--- src/rtl/dpcm_pkg.sv ---
// Shared DPCM types, saturation limits and the clamped predictor add.
// Latency: none (types and a combinational function only).
// Backpressure: not applicable; used by both the encoder and the decoder.
package dpcm_pkg;

  localparam int DPCM_WIDTH = 8;

  typedef logic        [DPCM_WIDTH-1:0] sample_t;
  typedef logic signed [DPCM_WIDTH-1:0] diff_t;

  localparam sample_t SAMPLE_MIN = 8'd0;
  localparam sample_t SAMPLE_MAX = 8'd255;

  typedef struct packed {
    sample_t value;
    logic    clamped;
  } clampResult_t;

  // prev + diff evaluated two bits wider than a sample, so both the negative
  // (bit 9 set) and the above-255 (bit 8 set) cases are visible without
  // wrapping: the reachable range is -128..382.
  function automatic clampResult_t clamp_add(sample_t prev, diff_t diff);
    logic [DPCM_WIDTH+1:0] sum;
    clampResult_t          res;
    sum = {2'b00, prev} + {{2{diff[DPCM_WIDTH-1]}}, diff};
    if (sum[DPCM_WIDTH+1]) begin
      res.value   = SAMPLE_MIN;
      res.clamped = 1'b1;
    end else if (sum[DPCM_WIDTH]) begin
      res.value   = SAMPLE_MAX;
      res.clamped = 1'b1;
    end else begin
      res.value   = sum[DPCM_WIDTH-1:0];
      res.clamped = 1'b0;
    end
    return res;
  endfunction

endpackage

--- src/rtl/dpcm_fifo.sv ---
// Small synchronous FIFO holding decoded samples; head is always presented.
// Latency: a push at edge N is visible at head after N when the FIFO was empty.
// Backpressure: push ignored when full, pop ignored when empty; no pass-through.
module dpcm_fifo #(
  parameter int WIDTH = 8,
  parameter int DEPTH = 4
) (
  input  logic                     clk,
  input  logic                     rst,
  input  logic                     push,
  input  logic [WIDTH-1:0]         pushData,
  input  logic                     pop,
  output logic [WIDTH-1:0]         head,
  output logic                     full,
  output logic                     empty,
  output logic [$clog2(DEPTH):0]   count
);

  localparam int PTR_W = $clog2(DEPTH);
  localparam logic [PTR_W:0] FULL_CNT = DEPTH[PTR_W:0];

  logic [WIDTH-1:0] mem [DEPTH];
  logic [PTR_W-1:0] wrPtr;
  logic [PTR_W-1:0] rdPtr;
  logic             doPush;
  logic             doPop;

  assign full   = (count == FULL_CNT);
  assign empty  = (count == '0);
  assign doPush = push && !full;
  assign doPop  = pop && !empty;
  assign head   = mem[rdPtr];

  // Storage, pointers (wrap naturally, DEPTH is a power of two) and level.
  always_ff @(posedge clk) begin
    if (rst) begin
      wrPtr <= '0;
      rdPtr <= '0;
      count <= '0;
      for (int i = 0; i < DEPTH; i++) begin
        mem[i] <= '0;
      end
    end else begin
      if (doPush) begin
        mem[wrPtr] <= pushData;
        wrPtr      <= wrPtr + PTR_W'(1);
      end
      if (doPop) begin
        rdPtr <= rdPtr + PTR_W'(1);
      end
      if (doPush && !doPop) begin
        count <= count + (PTR_W+1)'(1);
      end else if (!doPush && doPop) begin
        count <= count - (PTR_W+1)'(1);
      end
    end
  end

endmodule

--- src/rtl/dpcm_decoder.sv ---
// DPCM decoder: running clamped predictor feeding a valid/ready output FIFO.
// Latency: accept at edge N appears on DataOut after N (FIFO empty); 1/cycle.
// Backpressure: Ready drops only when the FIFO is full, from registered state.
// Optional: define DPCM_DEC_CLAMP_CNT_EN to add the 16-bit ClampCount port.
module dpcm_decoder
  import dpcm_pkg::*;
#(
  parameter int WIDTH      = 8,
  parameter int FIFO_DEPTH = 4
) (
  input  logic             clk,
  input  logic             rst,
  input  logic             Valid,
  output logic             Ready,
  input  logic [WIDTH-1:0] DataIn,
  input  logic             Restart,
  output logic             OutValid,
  input  logic             OutReady,
  output logic [WIDTH-1:0] DataOut
`ifdef DPCM_DEC_CLAMP_CNT_EN
  ,
  output logic [15:0]      ClampCount
`endif
);

  localparam int CNT_W = $clog2(FIFO_DEPTH) + 1;
  localparam logic [CNT_W-1:0] FULL_CNT = FIFO_DEPTH[CNT_W-1:0];

  sample_t          predictor;
  sample_t          base;
  clampResult_t     decoded;
  logic             accept;
  logic             fifoFull;
  logic             fifoEmpty;
  logic [CNT_W-1:0] fifoCount;

  assign Ready    = !fifoFull;
  assign OutValid = !fifoEmpty;
  assign accept   = Valid && Ready;

  // A Restart in the same cycle as an accept decodes that sample against 0.
  assign base    = Restart ? SAMPLE_MIN : predictor;
  assign decoded = clamp_add(base, diff_t'(DataIn));

  // Predictor tracks the last decoded sample; Restart alone zeroes it.
  always_ff @(posedge clk) begin
    if (rst) begin
      predictor <= SAMPLE_MIN;
    end else if (accept) begin
      predictor <= decoded.value;
    end else if (Restart) begin
      predictor <= SAMPLE_MIN;
    end
  end

  dpcm_fifo #(
    .WIDTH (WIDTH),
    .DEPTH (FIFO_DEPTH)
  ) uFifo (
    .clk      (clk),
    .rst      (rst),
    .push     (accept),
    .pushData (decoded.value),
    .pop      (OutValid && OutReady),
    .head     (DataOut),
    .full     (fifoFull),
    .empty    (fifoEmpty),
    .count    (fifoCount)
  );

  // The FIFO flags must always agree with its level.
  assert property (@(posedge clk) disable iff (rst)
    (fifoFull == (fifoCount == FULL_CNT)) && (fifoEmpty == (fifoCount == '0)));

`ifdef DPCM_DEC_CLAMP_CNT_EN
  // Saturating count of accepted samples that hit either clamp limit.
  always_ff @(posedge clk) begin
    if (rst) begin
      ClampCount <= '0;
    end else if (accept && decoded.clamped && (ClampCount != 16'hFFFF)) begin
      ClampCount <= ClampCount + 16'd1;
    end
  end
`endif

endmodule

--- config.mk ---
export PLATFORM = sky130hd
export DESIGN_NAME = dpcm_decoder
export DESIGN_NICKNAME = d
export VERILOG_FILES = /design/src/rtl/dpcm_pkg.sv /design/src/rtl/dpcm_fifo.sv /design/src/rtl/dpcm_decoder.sv
export SDC_FILE = /design/constraint.sdc
export NUM_CORES = 1
export LEC_CHECK = 0
export ABC_AREA = 0
export CELL_PAD_IN_SITES_DETAIL_PLACEMENT = 1
export CELL_PAD_IN_SITES_GLOBAL_PLACEMENT = 2
export CORE_MARGIN = 1
export CORE_UTILIZATION = 38
export DETAILED_ROUTE_END_ITERATION = 8
export HOLD_SLACK_MARGIN = 0.15
export PLACE_DENSITY = 0.83
export SLEW_MARGIN = 30
export SYNTH_ARGS = -nofsm -noshare
export SYNTH_HDL_FRONTEND = slang
export SYNTH_SLANG_ARGS = --single-unit
--- constraint.sdc ---
create_clock -name clk -period 3.85 [get_ports clk]
set_input_delay 0.77 -clock clk [delete_from_list [all_inputs] [get_ports clk]]
set_output_delay 0.77 -clock clk [all_outputs]
set_load 0.1 [all_outputs]
==> impl_results.html, run 1 <==
<table>
<tr><th>Metric</th><th>Value</th></tr>
<tr><th colspan="2">Die</th></tr>
<tr><td>Initial core utilization</td><td>0.398</td></tr>
<tr><td>Overall die height</td><td>84.3 um</td></tr>
<tr><td>Std-Cell Core Area</td><td>approximately 6500 sq um</td></tr>
<tr><td>Horizontal extent of the die</td><td>around 84 um</td></tr>
<tr><td>Cell Rows</td><td>29</td></tr>
<tr><td>Die area</td><td>approximately 7000 sq um</td></tr>
<tr><td>Count of boundary I/O pins</td><td>23</td></tr>
<tr><th colspan="2">Power</th></tr>
<tr><td>Switching fraction of total power</td><td>0.427</td></tr>
<tr><td>Sequential power share</td><td>0.370</td></tr>
<tr><td>Total power per unit cell area</td><td>between 600 and 700 nW/um^2</td></tr>
<tr><td>Combinational Power Share</td><td>0.447</td></tr>
<tr><td>Worst-case vdd ir drop</td><td>roughly 0.25 mV</td></tr>
<tr><td>Relative contribution of the clock network to total power</td><td>0.183</td></tr>
<tr><td>Overall power of the completed layout</td><td>0.00193 W</td></tr>
<tr><td>Cell internal pwr</td><td>~0.0011 W</td></tr>
<tr><td>Total net switching power</td><td>around 0.0008 W</td></tr>
<tr><td>Static leakage</td><td>1.15 nW</td></tr>
<tr><th colspan="2">Synth</th></tr>
<tr><td>Synthesized area</td><td>2570 sq um</td></tr>
<tr><td>Sequential element share of the synthesized area</td><td>0.506</td></tr>
<tr><td>Mean instance size in the synthesized netlist</td><td>approximately 11 sq um</td></tr>
<tr><td>Post-Synthesis Net Count</td><td>approximately 250</td></tr>
<tr><td>Warnings, synthesis</td><td>0</td></tr>
<tr><td>Number of different library cells in the post-synthesis netlist</td><td>42</td></tr>
<tr><td>Most instantiated flip-flop cell in the synthesis netlist</td><td>edfxtp_1</td></tr>
<tr><td>Register bit count reported by yosys</td><td>a little under 50</td></tr>
<tr><td>Number of instances in the synthesized netlist</td><td>around 230</td></tr>
<tr><td>Number of enable flip-flop cells after synthesis</td><td>32</td></tr>
<tr><td>Share of flip-flops with an asynchronous set or reset</td><td>0</td></tr>
<tr><th colspan="2">Placement</th></tr>
<tr><td>Final weighted congestion in routability-driven placement</td><td>a little over 0.8</td></tr>
<tr><td>Count of input and output buffers</td><td>22</td></tr>
<tr><td>DPL Wire Length</td><td>4.21 mm</td></tr>
<tr><td>Placed insts</td><td>325</td></tr>
<tr><th colspan="2">Critical path</th></tr>
<tr><td>Worst setup path class</td><td>primary input to register</td></tr>
<tr><td>CP startpoint kind</td><td>primary input</td></tr>
<tr><td>Ordered cell list for the critical path</td><td>clkdlybuf4s50_1, buf_4, nor2_1, ha_1, a211oi_1, nor2_1, a221oi_1, buf_4, mux2i_4, buf_12, nor3_1</td></tr>
<tr><td>Worst path arrival time</td><td>around 3400 ps</td></tr>
<tr><td>CP Capture Type</td><td>register</td></tr>
<tr><td>Critical path buffers and inverters</td><td>4</td></tr>
<tr><td>Delay of the slowest cell on the worst path</td><td>around 520 ps</td></tr>
<tr><td>Gate family responsible for the most delay along the worst path</td><td>buffers and inverters</td></tr>
<tr><td>Maximum fanout encountered on the critical timing path</td><td>40</td></tr>
<tr><td>Required time reported for the critical path endpoint</td><td>3880 ps</td></tr>
<tr><td>Critical-path cell with the highest stage delay</td><td>clkdlybuf4s50_1</td></tr>
<tr><td>Reg-to-reg slack, setup</td><td>approximately 1200 ps</td></tr>
<tr><th colspan="2">Layout</th></tr>
<tr><td>Layout net count</td><td>280</td></tr>
<tr><td>Count of inserted antenna diode cells</td><td>0</td></tr>
<tr><td>FF+latch area</td><td>around 1300 sq um</td></tr>
<tr><td>Core Util, Final</td><td>0.472</td></tr>
<tr><td>Proportion of layout cells with a drive suffix above 1</td><td>0.180</td></tr>
<tr><td>Synthesis-to-layout area growth</td><td>18.6%</td></tr>
<tr><td>Final cell count without fillers</td><td>~330</td></tr>
<tr><td>Multi-input gate area</td><td>1190 sq um</td></tr>
<tr><td>Number of fill cells</td><td>720</td></tr>
<tr><th colspan="2">Route</th></tr>
<tr><td>Mean number of vias per cell</td><td>5.38</td></tr>
<tr><td>Routed length per placed instance</td><td>approximately 17 um</td></tr>
<tr><td>Number of design-rule violations left by the first detailed-router iteration</td><td>48</td></tr>
<tr><td>Routed via count</td><td>roughly 1,800</td></tr>
<tr><td>Final antenna-violating net count</td><td>0</td></tr>
<tr><td>Drt drc</td><td>0</td></tr>
<tr><td>Final wirelength</td><td>approximately 5.6 mm</td></tr>
<tr><td>First-pass iteration count of the detailed router</td><td>4</td></tr>
<tr><th colspan="2">CTS</th></tr>
<tr><td>Source-to-sink clock delay at the later pin of the worst-skew pair</td><td>around 290 ps</td></tr>
<tr><td>Cts hold-fix bufs</td><td>0</td></tr>
<tr><td>Clock transition at path regs</td><td>80 ps</td></tr>
<tr><td>CTS Buf Count</td><td>5</td></tr>
<tr><td>Htree depth</td><td>2</td></tr>
<tr><td>CTS root buf</td><td>clkbuf_8</td></tr>
<tr><td>TritonCTS clock tree</td><td>done</td></tr>
<tr><td>Buffers inserted during post-CTS setup optimization</td><td>0</td></tr>
<tr><td>Clock sinks</td><td>49</td></tr>
<tr><td>Deepest clock path buffer count</td><td>2</td></tr>
<tr><td>Post-CTS sizing</td><td>0</td></tr>
<tr><th colspan="2">GRT</th></tr>
<tr><td>Maximum number of pins on one net before global-route repair</td><td>around 40</td></tr>
<tr><td>Grt met1 use</td><td>0.224</td></tr>
<tr><td>First-pass GRT wire length</td><td>9.72 mm</td></tr>
<tr><td>Number of global-route vias before repair</td><td>around 1,900</td></tr>
<tr><td>Grt met2 use</td><td>0.306</td></tr>
<tr><td>Most Used Layer, Global Route</td><td>met2</td></tr>
<tr><td>Met3 usage</td><td>0.0344</td></tr>
<tr><td>GRT Residual Overflow</td><td>0</td></tr>
<tr><td>Aggregate global-route resource usage</td><td>0.178</td></tr>
<tr><td>Antenna violations before repair</td><td>0</td></tr>
<tr><th colspan="2">STA</th></tr>
<tr><td>Worst-Margin Slew</td><td>roughly 960 ps</td></tr>
<tr><td>Final setup violation count</td><td>0</td></tr>
<tr><td>Post-route worst hold slack</td><td>between 400 and 500 ps</td></tr>
<tr><td>Post-layout minimum cycle time</td><td>roughly 3300 ps</td></tr>
<tr><td>Sum of negative setup slack</td><td>0 ps</td></tr>
<tr><td>Fmax</td><td>0.299 GHz</td></tr>
<tr><td>Worst clock skew on the final layout</td><td>~3 ps</td></tr>
<tr><td>Final-report max-slew violation count</td><td>0</td></tr>
<tr><td>Fin. Hold Viols</td><td>0</td></tr>
<tr><td>Setup repair after global routing missed its margin</td><td>false</td></tr>
<tr><td>Worst slew margin</td><td>0.357</td></tr>
<tr><td>Fin crit share</td><td>0.870</td></tr>
<tr><th colspan="2">Status</th></tr>
<tr><td>Run status</td><td>completed</td></tr>
<tr><th colspan="2">Hold path</th></tr>
<tr><td>Class of the most critical hold timing path</td><td>register to register</td></tr>
<tr><th colspan="2">Flow run</th></tr>
<tr><td>Total of max-cap violations</td><td>0</td></tr>
</table>
## power by group through the flow
stage / registers, W / clock network [W] / logic (W)
floorplan: 0.000689 / 0 / 0.000710
global placement: 0.000726 / 0 / 0.000860
detailed placement: 0.000730 / 0 / 0.000870
CTS: 0.000717 / 0.000363 / 0.000872
global route: 0.000729 / 0.000384 / 0.000924
finish: 0.000713 / 0.000354 / 0.000862
## synth_stat cells, types with 6 or more instances
master,instances,area (sq um)
clkbuf_1,6,22.5
dfxtp_1,17,340
edfxtp_1,32,961
ha_1,10,125
inv_1,12,45.0
mux4_2,8,180
nand2_1,8,30.0
nor2_1,26,97.6
nor3_1,25,125
o32ai_1,7,61.3
xor2_1,7,61.3
## stage by stage
| step | cell area, sq um | worst slack [ps] |
|---|---|---|
| 2_1_floorplan | 2570 | 802 |
| 3_3_place_gp | 2940 | 204 |
| 3_5_place_dp | 2940 | 172 |
| 4_1_cts | 3050 | 490 |
| 5_1_grt | 3050 | 303 |
| 6_report | 3050 | 501 |
## final cells by class
| class | count | share of cell area |
|---|---|---|
| clock buffer | 6 | 0.0238 |
| clock inverter | 2 | 0.0111 |
| inverter | 12 | 0.0148 |
| multi-input combinational | 153 | 0.389 |
| sequential | 49 | 0.427 |
| tap | 77 | 0.0316 |
| timing repair buffer | 34 | 0.103 |
## cell usage in the layout, fill, tap and decap left out, drive strengths merged, types with 4 or more instances in the layout
master         netlist  routed
edfxtp              32      32
nor2                26      26
nor3                25      25
buf                  7      20
dfxtp               17      17
clkdlybuf4s50        0      14
inv                 12      12
ha                  10      10
a21oi               10      10
nand2                8       8
mux4                 8       8
xor2                 7       7
o32ai                7       7
o21ai                6       6
clkbuf               6       6
nand2b               5       5
or3                  4       4
xnor2                4       4
## final timing paths
| kind | start | to | cells past startpoint |
|---|---|---|---|
| worst max-delay path | Restart | uFifo.mem[2][3] | 11 |
| worst min-delay path | predictor[3] | predictor[3] | 2 |
| worst max register to register | predictor[0] | uFifo.mem[2][7] | 11 |
| worst min register to register | predictor[3] | predictor[3] | 2 |
## state kept, by name (all words and copies together) (netlist names), named ones only
register and cells:
uFifo.rdPtr 2, uFifo.wrPtr 2, predictor 8, uFifo.mem 32, uFifo.count 3
## cell families after synthesis
group           synth area share
fa+ha+maj                 0.0642
mux                       0.0817
buf+inv                   0.0394
simple gates               0.150
flops                      0.506
xor+xnor                  0.0375
compound gates             0.121
## routing by layer
metal | vias to the layer above | share of wire
li1 | 893 | -
met1 | 865 | 0.46
met2 | 24 | 0.50
met3 | 9 | 0.023
met4 | 0 | 0.019
met5 | - | 0
## worst reg2reg max path: stages, from the launching register on
cell and delay [ps]:
dfxtp_1 310, inv_1 60, nor2_1 40, ha_1 220, fa_1 440, nand3_1 150, a2111oi_0 100, buf_4 150
or3_1 350, buf_12 160, a32oi_2 280, nor3_1 90
No activity file was read; power rests on OpenSTA's default activity.
==> run 2: changes to the inputs <==
- SKIP_CTS_REPAIR_TIMING: not set -> 1
==> results of run 2 <==
Same layout as run 1: the final DEF is identical, and so are final timing and power.
